--- src/rtl/led_pattern_ctrl.sv ---
// Pattern scheduler for the 4-LED bank: tick counter, queued mode requests,
// and blink / run-left / run-right / bounce pattern generation.
module led_pattern_ctrl #(
  parameter int unsigned      CNT_W   = 25,
  parameter logic [CNT_W-1:0] CNT_MAX = 25'd24_999_999
) (
  input  logic       clk,
  input  logic       rst,
  input  logic       mode_req,
  input  logic [1:0] mode_sel,
  input  logic       pause,
  output logic [3:0] led,
  output logic [1:0] mode,
  output logic       pend,
  output logic       tick
);

  typedef enum logic [1:0] {
    BLINK  = 2'd0,
    RUN_L  = 2'd1,
    RUN_R  = 2'd2,
    BOUNCE = 2'd3
  } mode_t;

  typedef enum logic {
    DIR_L = 1'b0,
    DIR_R = 1'b1
  } dir_t;

  logic [CNT_W-1:0] count, count_n;
  logic [3:0]       led_q, led_n;
  mode_t            cur_mode, mode_n;
  mode_t            pend_mode, pend_mode_n;
  logic             pend_q, pend_n;
  logic             tick_q;
  dir_t             dir, dir_n;
  logic             step;
  logic             led_onehot;

  function automatic logic [3:0] start_pat(input mode_t m);
    case (m)
      BLINK:   start_pat = 4'b1111;
      RUN_L:   start_pat = 4'b0001;
      RUN_R:   start_pat = 4'b1000;
      default: start_pat = 4'b0001;
    endcase
  endfunction

  assign step = (count == CNT_MAX) && !pause;

  always_comb begin
    led_onehot = 1'b0;
    case (led_q)
      4'b0001, 4'b0010, 4'b0100, 4'b1000: led_onehot = 1'b1;
      default:                            led_onehot = 1'b0;
    endcase
  end

  always_comb begin
    count_n = count;
    if (!pause) begin
      if (count == CNT_MAX) count_n = '0;
      else                  count_n = count + 1'b1;
    end
  end

  // A request arriving on a step edge is latched while the step itself
  // still consumes the previously registered pend/pend_mode.
  always_comb begin
    pend_n      = pend_q;
    pend_mode_n = pend_mode;
    if (mode_req) begin
      pend_n      = 1'b1;
      pend_mode_n = mode_t'(mode_sel);
    end else if (step) begin
      pend_n = 1'b0;
    end
  end

  always_comb begin
    led_n  = led_q;
    mode_n = cur_mode;
    dir_n  = dir;
    if (step) begin
      if (pend_q) begin
        mode_n = pend_mode;
        led_n  = start_pat(pend_mode);
        if (pend_mode == BOUNCE) dir_n = DIR_L;
      end else if (cur_mode != BLINK && !led_onehot) begin
        // Only reachable from the all-lit reset value.
        led_n = start_pat(cur_mode);
        if (cur_mode == BOUNCE) dir_n = DIR_L;
      end else begin
        case (cur_mode)
          BLINK: led_n = ~led_q;
          RUN_L: led_n = {led_q[2:0], led_q[3]};
          RUN_R: led_n = {led_q[0], led_q[3:1]};
          default: begin
            if (dir == DIR_L) begin
              led_n = {led_q[2:0], 1'b0};
              if (led_n == 4'b1000) dir_n = DIR_R;
            end else begin
              led_n = {1'b0, led_q[3:1]};
              if (led_n == 4'b0001) dir_n = DIR_L;
            end
          end
        endcase
      end
    end
  end

  always_ff @(posedge clk or negedge rst) begin
    if (!rst) begin
      count     <= '0;
      led_q     <= 4'b1111;
      cur_mode  <= BLINK;
      pend_q    <= 1'b0;
      pend_mode <= BLINK;
      tick_q    <= 1'b0;
      dir       <= DIR_L;
    end else begin
      count     <= count_n;
      led_q     <= led_n;
      cur_mode  <= mode_n;
      pend_q    <= pend_n;
      pend_mode <= pend_mode_n;
      tick_q    <= step;
      dir       <= dir_n;
    end
  end

  assign led  = led_q;
  assign mode = cur_mode;
  assign pend = pend_q;
  assign tick = tick_q;

endmodule

--- config.mk ---
export PLATFORM = sky130hd
export DESIGN_NAME = led_pattern_ctrl
export DESIGN_NICKNAME = d
export VERILOG_FILES = /design/src/rtl/led_pattern_ctrl.sv
export SDC_FILE = /design/constraint.sdc
export NUM_CORES = 1
export LEC_CHECK = 0
export CORE_MARGIN = 4
export CORE_UTILIZATION = 40
export DETAILED_ROUTE_END_ITERATION = 16
export HOLD_SLACK_MARGIN = 0.1
export PLACE_DENSITY = 0.7
export SLEW_MARGIN = 20
export SYNTH_ARGS = -nofsm -noshare
export SYNTH_HDL_FRONTEND = slang
export SYNTH_SLANG_ARGS = --single-unit
--- constraint.sdc ---
create_clock -name clk -period 2 [get_ports clk]
set_input_delay 0.4 -clock clk [delete_from_list [all_inputs] [get_ports clk]]
set_output_delay 0.4 -clock clk [all_outputs]
set_load 0.02 [all_outputs]
==> metrics.md <==
| Metric | Value |
|---|---|
| Final hold vios | `0` |
| Hold Buf Count CTS | `0` |
| Cell Rows | `25` |
| Pre-CTS setup slack | `-0.0951 ns` |
| Gr busiest metal | `met1` |
| Fmax | `0.516 GHz` |
| Placed standard-cell area | `between 2000 and 2500 um2` |
| Yosys warns | `0` |
| Antenna diodes | `0` |
| Internal | `roughly 1300 uW` |
| Crit start category | `register` |
| Via-to-Cell Ratio | `5.16` |
| Final Instance Area | `2430 um2` |
| Die area | `6130 um2` |
| Max Root-Sink Buffers | `2` |
| Critical path arrival | `1.54 ns` |
| Worst path top cell family by delay | `buffers and inverters` |
| Initial antenna violation count | `0` |
| Count leader, synth | `dfrtp_1` |
| I/O pin count | `14` |
| Switch share | `0.255` |
| Critical path cell sequence | `clkdlybuf4s50_1` |
| Crit path buffers/inverters | `1` |
| Crit path largest cell delay | `0.63 ns` |
| Sequential power share | `0.478` |
| Sw Pwr | `458 uW` |
| Post-Synthesis Cells | `204` |
| MaxCap Viol Count | `0` |
| Post-layout worst setup margin | `0.0615 ns` |
| Initial core utilization | `0.416` |
| Crit Path Category | `register to primary output` |
| Final slew viol count | `0` |
| Final wirelength | `3930 um` |
| Core Region | `4750 um2` |
| CTS tree | `built` |
| Ys flop type | `dfrtp_1` |
| Vias in the first global route | `about 1400` |
| H-tree levels | `2` |
| Final Net Count | `around 240` |
| DRT iter0 DRCs | `121` |
| Top post-synthesis cells by area | `dfrtp_1 (41%), dfstp_2 (5.3%), xor2_1 (5.3%), xnor2_1 (4.0%), nor2_1 (3.8%)` |
| Net Count, Synth | `211` |
| Worst setup EP type | `primary output` |
| Sequential area share after synthesis | `0.459` |
| Dpl cells | `292` |
| Drt drc | `0` |
| Asr flop ratio synth | `1.00` |
| Final number of setup-violating endpoints | `0` |
| Crit-path slowest cell | `clkdlybuf4s50_1` |
| Distinct cells, synth | `56` |
| CTS buffer count | `5` |
| Avg Synthesized Cell Area | `9.68 um2` |
| Tot Pwr | `1800 uW` |
| WL/cell | `around 13 um` |
| RSZ-0062 raised after global routing | `no` |
| Worst min path class | `input port to async pin` |
| Die Wd | `just under 80 um` |
| Area leader, netlist | `dfrtp_1` |
| Logic pwr share | `0.135` |
| Worst-Margin Slew | `0.788 ns` |
| Max-slew headroom | `0.475` |
| Layout cells sized above 1 | `0.197` |
| Synth Register Bits | `36` |
| Mapped cell area | `1980 um2` |
| Clock power frac | `0.387` |
| Routability cong. | `0.816` |
| Antenna violation net count after detailed routing | `0` |
| Worst Path Required | `1.60 ns` |
| Worst ir drop on vdd | `380 uV` |
| CTS Sinks | `36` |
| Hpwl dp | `2790 um` |
| Met2 Usage GRT | `0.197` |
| Setup Skew | `0.00661 ns` |
| Total Neg Setup Slack | `0 ns` |
| Worst skew pair latency | `0.29 ns` |
| Crit path max fanout | `9` |
| Global-route wire length before repair | `a little under 7000 um` |
| GRT Util Overall | `0.142` |
| Status | `complete, no violations` |
| Period utilisation layout | `0.969` |
| Drt first pass iters | `4` |
| Most frequent cells after synthesis | `dfrtp_1 (32), nor2_1 (20), nand2_1 (16)` |
| Met3 Track Usage GR | `0.0424` |
| Pwr Density | `740 nW/um2` |
| Post-CTS setup buffers | `0` |
| Final cell count without fillers | `300` |
| Largest net degree at the start of global routing | `37` |
| Grt ovf | `0` |
| Resized cells post-CTS | `1` |
| Clk root buf | `clkbuf_8` |
| Pleak | `approximately 0.0011 uW` |
| Post-synth EDFFs | `0` |
| Via count | `1548` |
| Clock-pin slew on the worst setup and hold paths | `0.07 ns` |
| Die Y | `78.3 um` |
| Grt met1 use | `0.207` |
| Top-area cell type share of the netlist area | `0.405` |
| Layout area overhead | `23.1%` |
| Fin crit period | `1.94 ns` |
| # port buffers | `13` |
flip-flops by register name (all words and copies together), names as in the netlist:
name,flops
mode,2
dir,1
tick,1
pend_mode,2
led,4
pend,1
count,25
power groups by stage:
stage	clock, uW	sequential (uW)	combinational, uW
6_report	696	860	243
5_1_grt	738	871	278
4_1_cts	706	859	239
3_5_place_dp	0	871	239
3_3_place_gp	0	870	233
2_1_floorplan	0	849	168
layer usage:
layer / up-vias / routed length (um)
li1: 787 / -
met1: 722 / 2020
met2: 34 / 1700
met3: 5 / 143
met4: 0 / 63
met5: - / 0
cells in the final DEF, fill, tap and decap left out, types with 3 or more instances in the layout:
| cell | Yosys | final |
|---|---|---|
| nand2b_1 | 5 | 5 |
| clkbuf_8 | 0 | 7 |
| xnor2_1 | 9 | 9 |
| nand2_1 | 16 | 16 |
| dfrtp_1 | 32 | 32 |
| o21ai_0 | 7 | 7 |
| nor2b_1 | 3 | 3 |
| buf_4 | 1 | 16 |
| clkdlybuf4s50_1 | 0 | 9 |
| xor2_1 | 12 | 12 |
| a31oi_1 | 4 | 4 |
| and3_1 | 5 | 5 |
| a21oi_1 | 8 | 8 |
| nand4_1 | 6 | 6 |
| nor3_1 | 5 | 5 |
| nand3_1 | 9 | 9 |
| dfstp_2 | 4 | 4 |
| inv_1 | 5 | 5 |
| nor2_1 | 20 | 19 |
| o211ai_1 | 3 | 3 |
cell type report:
| type | instances | area [um2] |
|---|---|---|
| Clock inverter | 1 | 30.0 |
| Timing Repair Buffer | 31 | 272 |
| Clock buffer | 7 | 96.3 |
| Inverter | 5 | 18.8 |
| Fill cell | 444 | 2320 |
| Tap cell | 67 | 83.8 |
| Sequential cell | 36 | 906 |
| Multi-Input combinational cell | 153 | 1020 |
through the flow:
stage	utilization	hold slack, ns
after floorplan	-	0.104
after global placement	0.479	0.476
after detailed placement	0.479	0.485
after CTS	0.505	0.215
after global routing	0.511	0.250
final	0.511	0.182
worst paths after layout:
check / depth (start not counted) / from / slack (ns) / endpoint
worst max-delay path: 1 / led[3] / 0.06 / led[3]
worst min-delay path: 1 / rst / 0.18 / count[5]
worst max register to register: 6 / count[1] / 0.10 / led[0]
worst min register to register: 1 / count[23] / 0.50 / count[23]
max in group asynchronous: 1 / rst / 1.30 / pend
min in group clk: 1 / count[23] / 0.50 / count[23]
logic make-up after synthesis:
| logic type | share of synthesized area |
|---|---|
| AO/OA/AOI/OAI | 0.115 |
| XOR/XNOR | 0.0931 |
| adder cells (fa/ha/maj) | 0.00633 |
| buffers and inverters | 0.0310 |
| flip-flops | 0.459 |
| multiplexers | 0.0184 |
| AND/OR/NAND/NOR | 0.277 |
No activity file was read; power rests on OpenSTA's default activity.
